**config.mk**
```make
export PLATFORM = sky130hd
export DESIGN_NAME = controlador_barrido_flat
export DESIGN_NICKNAME = d
export VERILOG_FILES = /design/src/rtl/controlador_barrido_pkg.sv /design/src/rtl/controlador_barrido_if.sv /design/src/rtl/controlador_barrido_contador.sv /design/src/rtl/controlador_barrido.sv /design/src/flat_wrapper.sv
export SDC_FILE = /design/constraint.sdc
export NUM_CORES = 1
export LEC_CHECK = 0
export CORE_MARGIN = 4
export CORE_UTILIZATION = 55
export DETAILED_ROUTE_END_ITERATION = 12
export GPL_TIMING_DRIVEN = 0
export MAX_ROUTING_LAYER = met4
export PLACE_DENSITY = 0.77
export SKIP_LAST_GASP = 1
export SLEW_MARGIN = 20
export SYNTH_ARGS = -nofsm -noshare
export SYNTH_HDL_FRONTEND = slang
export SYNTH_SLANG_ARGS = --single-unit
export TNS_END_PERCENT = 50
```
**constraint.sdc**
```tcl
create_clock -name clk_i -period 2.8 [get_ports clk_i]
set_clock_uncertainty 0.15 [all_clocks]
set_input_delay 0.28 -clock clk_i [delete_from_list [all_inputs] [get_ports clk_i]]
set_output_delay 0.28 -clock clk_i [all_outputs]
set_load 0.005 [all_outputs]
```
**src/rtl/controlador_barrido_pkg.sv**
```systemverilog
// Shared types and digit-selection helpers for the display scan sequencer.
package barrido_pkg;

  localparam int unsigned NUM_DIGITOS = 4;

  typedef enum logic [1:0] {
    REPOSO    = 2'd0,
    APAGADO   = 2'd1,
    ENCENDIDO = 2'd2
  } estado_t;

  // First enabled digit strictly after s, wrapping back to s itself.
  function automatic logic [1:0] siguiente_digito(input logic [1:0] s,
                                                  input logic [NUM_DIGITOS-1:0] m);
    logic [1:0] r;
    logic [1:0] k;
    r = s;
    for (int i = NUM_DIGITOS; i >= 1; i--) begin
      k = s + 2'(i);
      if (m[k]) r = k;
    end
    return r;
  endfunction

  // First enabled digit starting at s itself.
  function automatic logic [1:0] primer_digito(input logic [1:0] s,
                                               input logic [NUM_DIGITOS-1:0] m);
    logic [1:0] r;
    logic [1:0] k;
    r = s;
    for (int i = NUM_DIGITOS - 1; i >= 0; i--) begin
      k = s + 2'(i);
      if (m[k]) r = k;
    end
    return r;
  endfunction

  function automatic logic [NUM_DIGITOS-1:0] anodo_de(input logic [1:0] s);
    return ~(4'b0001 << s);
  endfunction

endpackage

```
**src/rtl/controlador_barrido_if.sv**
```systemverilog
// Scan control bus: enable/mask towards the sequencer, select/anodes/advance back.
interface barrido_if;
  import barrido_pkg::*;

  logic                   habilitar_i;
  logic [NUM_DIGITOS-1:0] mascara_i;
  logic [1:0]             seleccion_o;
  logic [NUM_DIGITOS-1:0] anodo_o;
  logic                   avance_o;

  modport master (output habilitar_i, mascara_i,
                  input  seleccion_o, anodo_o, avance_o);
  modport slave  (input  habilitar_i, mascara_i,
                  output seleccion_o, anodo_o, avance_o);
endinterface

```
**src/rtl/controlador_barrido_contador.sv**
```systemverilog
// Period counter shared by the timed states; terminal flag compares against a muxed limit.
module contador_periodo #(
  parameter int unsigned ANCHO = 1
) (
  input  logic             clk_i,
  input  logic             rst_i,
  input  logic [ANCHO-1:0] limite_i,
  input  logic             clr_i,
  input  logic             en_i,
  output logic             fin_c
);

  logic [ANCHO-1:0] cuenta_q;

  always_ff @(posedge clk_i or posedge rst_i) begin
    if (rst_i)      cuenta_q <= '0;
    else if (clr_i) cuenta_q <= '0;
    else if (en_i)  cuenta_q <= cuenta_q + ANCHO'(1);
  end

  assign fin_c = (cuenta_q == limite_i);

endmodule

```
**src/rtl/controlador_barrido.sv**
```systemverilog
// Four-digit display scan sequencer: mux select, active-low anodes, advance pulse.
// Optional blanking gap between digits enabled by defining BARRIDO_APAGADO_EN.
module controlador_barrido
  import barrido_pkg::*;
#(
  parameter int unsigned CICLOS_DIGITO  = 100_000,
  parameter int unsigned CICLOS_APAGADO = 1_000
) (
  input  logic      clk_i,
  input  logic      rst_i,
  barrido_if.slave  bus
);

  localparam int unsigned MAX_CICLOS = (CICLOS_DIGITO > CICLOS_APAGADO) ?
                                       CICLOS_DIGITO : CICLOS_APAGADO;
  localparam int unsigned ANCHO      = (MAX_CICLOS > 1) ? $clog2(MAX_CICLOS) : 1;
  localparam logic [ANCHO-1:0] LIM_DIGITO = ANCHO'(CICLOS_DIGITO - 1);

  estado_t                estado_q, estado_d;
  logic [1:0]             sel_q, sel_d;
  logic [NUM_DIGITOS-1:0] anodo_q, anodo_d;
  logic                   avance_q, avance_d;
  logic [ANCHO-1:0]       limite_c;
  logic                   fin_c;
  logic                   activo_c;
  logic                   clr_c;
  logic                   en_c;

`ifdef BARRIDO_APAGADO_EN
  localparam logic [ANCHO-1:0] LIM_APAGADO = ANCHO'(CICLOS_APAGADO - 1);
  localparam estado_t          ENTRADA     = APAGADO;
  assign limite_c = (estado_q == APAGADO) ? LIM_APAGADO : LIM_DIGITO;
`else
  localparam estado_t          ENTRADA     = ENCENDIDO;
  assign limite_c = LIM_DIGITO;
`endif

  assign activo_c = bus.habilitar_i && (bus.mascara_i != '0);
  // Counter restarts on every state change, on terminal count and while idle.
  assign clr_c    = !activo_c || (estado_q == REPOSO) || fin_c;
  assign en_c     = (estado_q != REPOSO);

  contador_periodo #(.ANCHO(ANCHO)) u_contador (
    .clk_i    (clk_i),
    .rst_i    (rst_i),
    .limite_i (limite_c),
    .clr_i    (clr_c),
    .en_i     (en_c),
    .fin_c    (fin_c)
  );

  // State and output registers.
  always_ff @(posedge clk_i or posedge rst_i) begin
    if (rst_i) begin
      estado_q <= REPOSO;
      sel_q    <= 2'b00;
      anodo_q  <= '1;
      avance_q <= 1'b0;
    end else begin
      estado_q <= estado_d;
      sel_q    <= sel_d;
      anodo_q  <= anodo_d;
      avance_q <= avance_d;
    end
  end

  // Next-state logic; losing enable or mask always returns to idle.
  always_comb begin
    estado_d = estado_q;
    if (!activo_c) begin
      estado_d = REPOSO;
    end else begin
      case (estado_q)
        REPOSO:    estado_d = ENTRADA;
`ifdef BARRIDO_APAGADO_EN
        APAGADO:   if (fin_c) estado_d = ENCENDIDO;
`endif
        ENCENDIDO: if (fin_c) estado_d = ENTRADA;
        default:   estado_d = REPOSO;
      endcase
    end
  end

  // Next values of the registered outputs.
  always_comb begin
    sel_d    = sel_q;
    avance_d = 1'b0;
    if (activo_c) begin
      case (estado_q)
        REPOSO: begin
          sel_d    = primer_digito(sel_q, bus.mascara_i);
          avance_d = 1'b1;
        end
        ENCENDIDO: begin
          if (fin_c) begin
            sel_d    = siguiente_digito(sel_q, bus.mascara_i);
            avance_d = 1'b1;
          end
        end
        default: ;
      endcase
    end
    // A digit whose mask bit drops mid-period is blanked immediately.
    anodo_d = '1;
    if ((estado_d == ENCENDIDO) && bus.mascara_i[sel_d]) anodo_d = anodo_de(sel_d);
  end

  assign bus.seleccion_o = sel_q;
  assign bus.anodo_o     = anodo_q;
  assign bus.avance_o    = avance_q;

endmodule

```
**src/flat_wrapper.sv**
```systemverilog
// flat-port wrapper written by rule: the top's interface ports become plain ports
module controlador_barrido_flat import barrido_pkg::*;
#(
  parameter int unsigned CICLOS_DIGITO  = 100_000,
  parameter int unsigned CICLOS_APAGADO = 1_000
)
  (clk_i, rst_i, bus_habilitar_i, bus_mascara_i, bus_seleccion_o, bus_anodo_o, bus_avance_o);
  barrido_if bus_i ();
  input  logic clk_i;
  input  logic rst_i;
  input wire logic [$bits(bus_i.habilitar_i)-1:0] bus_habilitar_i;
  input wire logic [$bits(bus_i.mascara_i)-1:0] bus_mascara_i;
  output wire logic [$bits(bus_i.seleccion_o)-1:0] bus_seleccion_o;
  output wire logic [$bits(bus_i.anodo_o)-1:0] bus_anodo_o;
  output wire logic [$bits(bus_i.avance_o)-1:0] bus_avance_o;
  assign bus_i.habilitar_i = bus_habilitar_i;
  assign bus_i.mascara_i = bus_mascara_i;
  assign bus_seleccion_o = bus_i.seleccion_o;
  assign bus_anodo_o = bus_i.anodo_o;
  assign bus_avance_o = bus_i.avance_o;
  controlador_barrido #(.CICLOS_DIGITO(CICLOS_DIGITO), .CICLOS_APAGADO(CICLOS_APAGADO)) u_core (.clk_i(clk_i), .rst_i(rst_i), .bus(bus_i));
endmodule
```
Yosys cells after proc, flatten, opt, wreduce, memory -nomap -nowiden
Cells that the tools add are included.
{ "op_classes": {"n_eq_ne": 3, "muxes": 26, "n_reduce_logical": 9, "add_sub_neg": 4, "shift": 1, "n_bitwise": 1, "n_lt_le_gt_ge": 5} }
{ "op_table": {"columns": ["op", "n"], "rows": [
  ["17-bit 2-to-1 mux", 2],
  ["17-bit by 1-bit adder with 17-bit output (second input constant)", 1],
  ["17-bit equality test (second input constant)", 1],
  ["2-bit 2-to-1 mux", 8],
  ["2-bit by 3-bit less-than comparator with 1-bit output (second input constant)", 5],
  ["1-bit binary-select mux with 2-bit select", 5],
  ["2-bit one-hot mux with 2 select lines", 2],
  ["1-bit 2-to-1 mux", 7],
  ["2-bit adder (second input constant)", 2],
  ["2-bit equality test (second input constant)", 2],
  ["4-bit 2-to-1 mux", 1],
  ["4-bit NOT", 1],
  ["2-bit nonzero test", 2],
  ["4-bit nonzero test", 1],
  ["1-bit by 2-bit << shifter with 4-bit output (first input constant)", 1],
  ["2-bit by 1-bit adder with 2-bit output (second input constant)", 1],
  ["1-bit logical AND", 2],
  ["2-bit zero test", 1],
  ["1-bit logical OR", 2],
  ["1-bit one-hot mux with 2 select lines", 1],
  ["1-bit zero test", 1]
]} }
{ "totals": {"in_bits": 7, "regBits": 26, "output_inout_bits": 7, "elab_cells": 54} }

Depth between registers and ports, before layout
{ "logic_depth": {"ltp_word": 13, "mapped_depth": 7, "ltp_nobuf": 6} }

By module
Synthesis repeated with hierarchy kept, for this count alone.
{ "unflattened": {"cells_unflattened": 170, "area_unflattened_um2": 1666.6} }
{ "by_module_without_submodules": {"columns": ["mod", "seq_area_each_um2", "cells_per_inst", "n_inst", "area_per_inst_um2"], "rows": [
  ["contador_periodo", 425.4, 112, 1, 1074.8],
  ["controlador_barrido", 230.2, 58, 1, 591.8]
]} }

Worst setup path before layout
OpenSTA, ideal clock, no wires.
{ "synth_path": {"kind": "register -> register", "from": "reg u_core.u_contador.cuenta_q[0]", "to": "reg u_core.anodo_q[0], in the netlist u_core.bus.anodo_o[0]", "path_stages_with_launch": 7, "required_ns": 2.562, "setup_ns": 0.088, "arrival_time_ns": 1.927, "n_path_buf": 0, "period_less_slack_ns": 2.165, "setup_slack_ns": 0.635, "path_cell_list": "dfrtp_1 ha_1 and4_2 nand4_4 a2111oi_4 o221ai_2 or3_1"} }
{ "synth_between": {"elab_chain_cells": 8, "elab_cells_between_ends": 14, "classes_between": "eq/ne (2); shift (1); mux (9); bitwise (1); reduce/logical (1)"} }
{ "synth_lines": {"columns": ["element", "line_no", "text"], "rows": [
  ["from (decl)", "controlador_barrido_contador.sv:13", "logic [ANCHO-1:0] cuenta_q;"],
  ["from (signal assigned)", "controlador_barrido_contador.sv:18", "else if (en_i) cuenta_q <= cuenta_q + ANCHO'(1);"],
  ["17-bit equality test *", "controlador_barrido_contador.sv:21", "assign fin_c = (cuenta_q == limite_i);"],
  ["2-bit 2-to-1 mux *", "controlador_barrido.sv:95", "if (fin_c) begin"],
  ["2-bit one-hot mux with 2 select lines *", "controlador_barrido.sv:89", "case (estado_q)"],
  ["2-bit 2-to-1 mux *", "controlador_barrido.sv:88", "if (activo_c) begin"],
  ["net u_core.sel_d[0]", "controlador_barrido.sv:20", "logic [1:0] sel_q, sel_d;"],
  ["1-bit binary-select mux with 2-bit select", "controlador_barrido.sv:105", "if ((estado_d == ENCENDIDO) && bus.mascara_i[sel_d]) anodo_d = anodo_de(sel_d);"],
  ["1-bit 2-to-1 mux (implied by the code)", "controlador_barrido.sv:105", null],
  ["1-bit logical AND", "controlador_barrido.sv:105", null],
  ["4-bit 2-to-1 mux *", "controlador_barrido.sv:105", null],
  ["net u_core.anodo_d[0]", "controlador_barrido.sv:21", "logic [NUM_DIGITOS-1:0] anodo_q, anodo_d;"],
  ["to (signal assigned)", "controlador_barrido.sv:62", "anodo_q <= anodo_d;"],
  ["to (decl)", "controlador_barrido.sv:21", null]
]} }
The timed path passes the listed nets; every way through them passes the cells marked *. The select of a mux whose other input is x is not followed.
A chain may end at the register's enable or synchronous reset.

Worst setup path after layout
Same ends and word-level chain as after synthesis.

==> metrics.yaml <==
cts-buffers-inserted: 3
p_leak_nw: 0.637
power_frac_seq_pct: 58.8
clock-sinks: 26
grt_pass1_vias: 1046
ys_ff_latch: 26
synth_edf_count: 0
synth_top_family_by_area: "simple AND/OR/NAND/NOR gates"
synth-simple-area-share_pct: 27.5
tns_ns: 0
clkPwrFrac_pct: 23.3
synth.avg_cell_area_um2: 10.1
finalSetupViolations: 0
tightestPinTransition_ns: 0.913
yosysUniqueCellTypes: 42
critPathLaunch: "u_core.u_contador.cuenta_q[0]"
fmax_mhz: 410
postRouteAntennaNets: 0
crit_type: "reg -> reg"
grt_pass1_wl_mm: 4.77
hpwl_mm: 2.03
htreeDepth: 1
synth_compound_area_share_pct: 11.3
path_max_fanout: 6
final_max_slew_viol_count: 0
powerDensity_nw_per_um2: 440
track_usage_pct: 18.6
rows: 17
regToRegStartpoint: "u_core.u_contador.cuenta_q[0]"
synth_nets: 145
worst_setup_path_end_kind: "register"
vias: 1063
slew_headroom_pct: 38.8
avgRoutedWirePerCell_um: 15.0
p_int_uw: 503
switching_share_pct: 27.3
hold_viol_final: 0
yosys_warnings: 0
synthesis.area_um2: 1390
combinationalPowerShare_pct: 17.9
status: "completed"
dp.cells: 177
antenna_found_initial: 0
start_kind: "register"
cts_buffer_depth: 2
firstDrtPassIters: 4
numPortBuffers: 12
min_from: "bus_mascara_i[3]"
hold_path.class: "in -> reg"
path_clk_slew_ns: 0.14
die_x_um: 58.3
switchingPower_uw: 189
ys_seq_area_share_pct: 47.2
boundaryPins: 14
grt_overflow: 0
cts_resized: 0
muxShareOfSynthArea_pct: 1.44
postLayoutCoreUtil_pct: 68.4
clockRootBuffer: "clkbuf_4"
gp_congestion: 0.875
vdd_drop_max_v: 0.000376
layout_min_cycle_time_ns: 2.44
synthAdderAreaFrac_pct: 0.900
final_layout_size_suffix_gt1_share_pct: 11.1
critical_path_arrival_ns: 2.53
postSynthCellCount: 137
dieArea_um2: 3400
n_antenna_cell: 0
crit_required_ns: 2.89
period_share_pct: 87.1
final_nets: 162
drtIter0Drc: 39
cts_tree: "built"
vias_per_cell: 5.87
grt_start_max_net_pins: 27
cts_setup_buffers: 0
instances_no_fill: 181
rsz0062_at_grt: "false"
start_util_pct: 60.5
synthArstFlopShare_pct: 100
clk-insertion-delay-late_ns: 0.32
drc: 0
synthFlopType: "dfrtp_1"
area_growth_pct: 13.1
ctsHoldBuffers: 0
maxCapViolCount: 0
core-area_um2: 2300
synth_xor_area_share_pct: 9.45
drt_wl_total_mm: 2.72
die_y_um: 58.3
-- synth_stat cells, types with 2 or more instances --
cell	number	area share [%]
a21boi_0	2	1.1
a21oi_1	3	1.1
and3_1	3	1.4
and4bb_2	2	1.8
buf_2	2	0.72
dfrtp_1	22	40
dfstp_2	4	7.6
inv_1	4	1.1
mux2i_1	2	1.4
nand2_1	10	2.7
nand2b_1	3	1.4
nand3_1	5	1.8
nand4_1	4	1.8
nor2_1	21	5.7
nor2b_1	3	1.4
nor3_1	5	1.8
nor4_1	2	0.90
o21ai_0	2	0.72
or3_1	2	0.90
xnor2_1	6	3.8
xor2_1	9	5.7
-- final cells by class --
class	count	area, um^2
fillers	175	726
multi-input cells	104	706
flip-flops and latches	26	656
repair buffers	12	120
well taps	28	35.0
clock buffers	4	26.3
inverters	4	15.0
plain buffers	3	13.8
-- power groups by stage --
stage	clock, mW	sequential, mW	combinational (mW)
floorplan	0	0.410	0.0764
global placement	0	0.412	0.119
detailed placement	0	0.413	0.123
CTS	0.166	0.407	0.124
global route	0.187	0.410	0.138
finish	0.161	0.407	0.124
-- cells in the final DEF (no fill, tap or decap), types with 2 or more instances in the layout --
cell	n
a21boi_0	2
a21oi_1	3
and3_1	3
and4bb_2	2
buf_2	2
clkbuf_1	2
clkbuf_4	3
clkdlybuf4s50_1	12
dfrtp_1	22
dfstp_2	4
inv_1	3
mux2i_1	2
nand2_1	10
nand2b_1	3
nand3_1	5
nand4_1	4
nor2_1	21
nor2b_1	3
nor3_1	5
nor4_1	2
o21ai_0	2
or3_1	2
xnor2_1	6
xor2_1	9
-- metrics by stage --
| step | power [mW] | instance area, um^2 | setup WS, ns | hold slack (ns) |
|---|---|---|---|---|
| after CTS | 0.697 | 1570 | 0.387 | 0.0854 |
| after floorplan | 0.487 | 1390 | 0.635 | 0.167 |
| after detailed placement | 0.537 | 1550 | 0.0424 | 0.336 |
| after global placement | 0.531 | 1550 | 0.167 | 0.323 |
| after global routing | 0.735 | 1570 | 0.245 | 0.0919 |
| final | 0.692 | 1570 | 0.360 | 0.0961 |
-- sequential cells by signal, indices dropped and copies added, names as in the netlist --
name and count:
u_core.u_contador.cuenta_q 17, u_core.bus.anodo_o 4, u_core.bus.seleccion_o 2, u_core.estado_q 2, u_core.bus.avance_o 1
-- critical path: stages (launching register included) --
cell and delay [ns]:
dfrtp_1 0.42, ha_1 0.25, and4_2 0.30, nand4_4 0.17, a2111oi_4 0.47, o221ai_2 0.21, or3_1 0.40
-- layer usage --
metal	part of all wire, %	up-vias	track usage, %
met5	0	-	-
met4	1.1	0	4.97
met3	3.4	4	2.00
met2	53	28	31.6
met1	43	521	23.3
li1	-	510	-
-- final timing paths --
path | end | depth (start not counted) | slack [ns]
min in group asynchronous | u_core.u_contador.cuenta_q[7] | 2 | 0.19
worst min register to register | u_core.u_contador.cuenta_q[0] | 1 | 0.36
worst min-delay path | u_core.bus.anodo_o[3] | 2 | 0.1
worst max register to register | u_core.bus.anodo_o[0] | 6 | 0.36
worst max-delay path | u_core.bus.anodo_o[0] | 6 | 0.36
max in group asynchronous | u_core.u_contador.cuenta_q[16] | 2 | 1.89
-- logic make-up after synthesis --
kind of cell,count (synthesis)
simple gates,67
flops,26
compound gates,18
xor+xnor,15
buf+inv,7
mux,2
fa+ha+maj,1
other cells,1
Power figures use the tool's default switching activity.
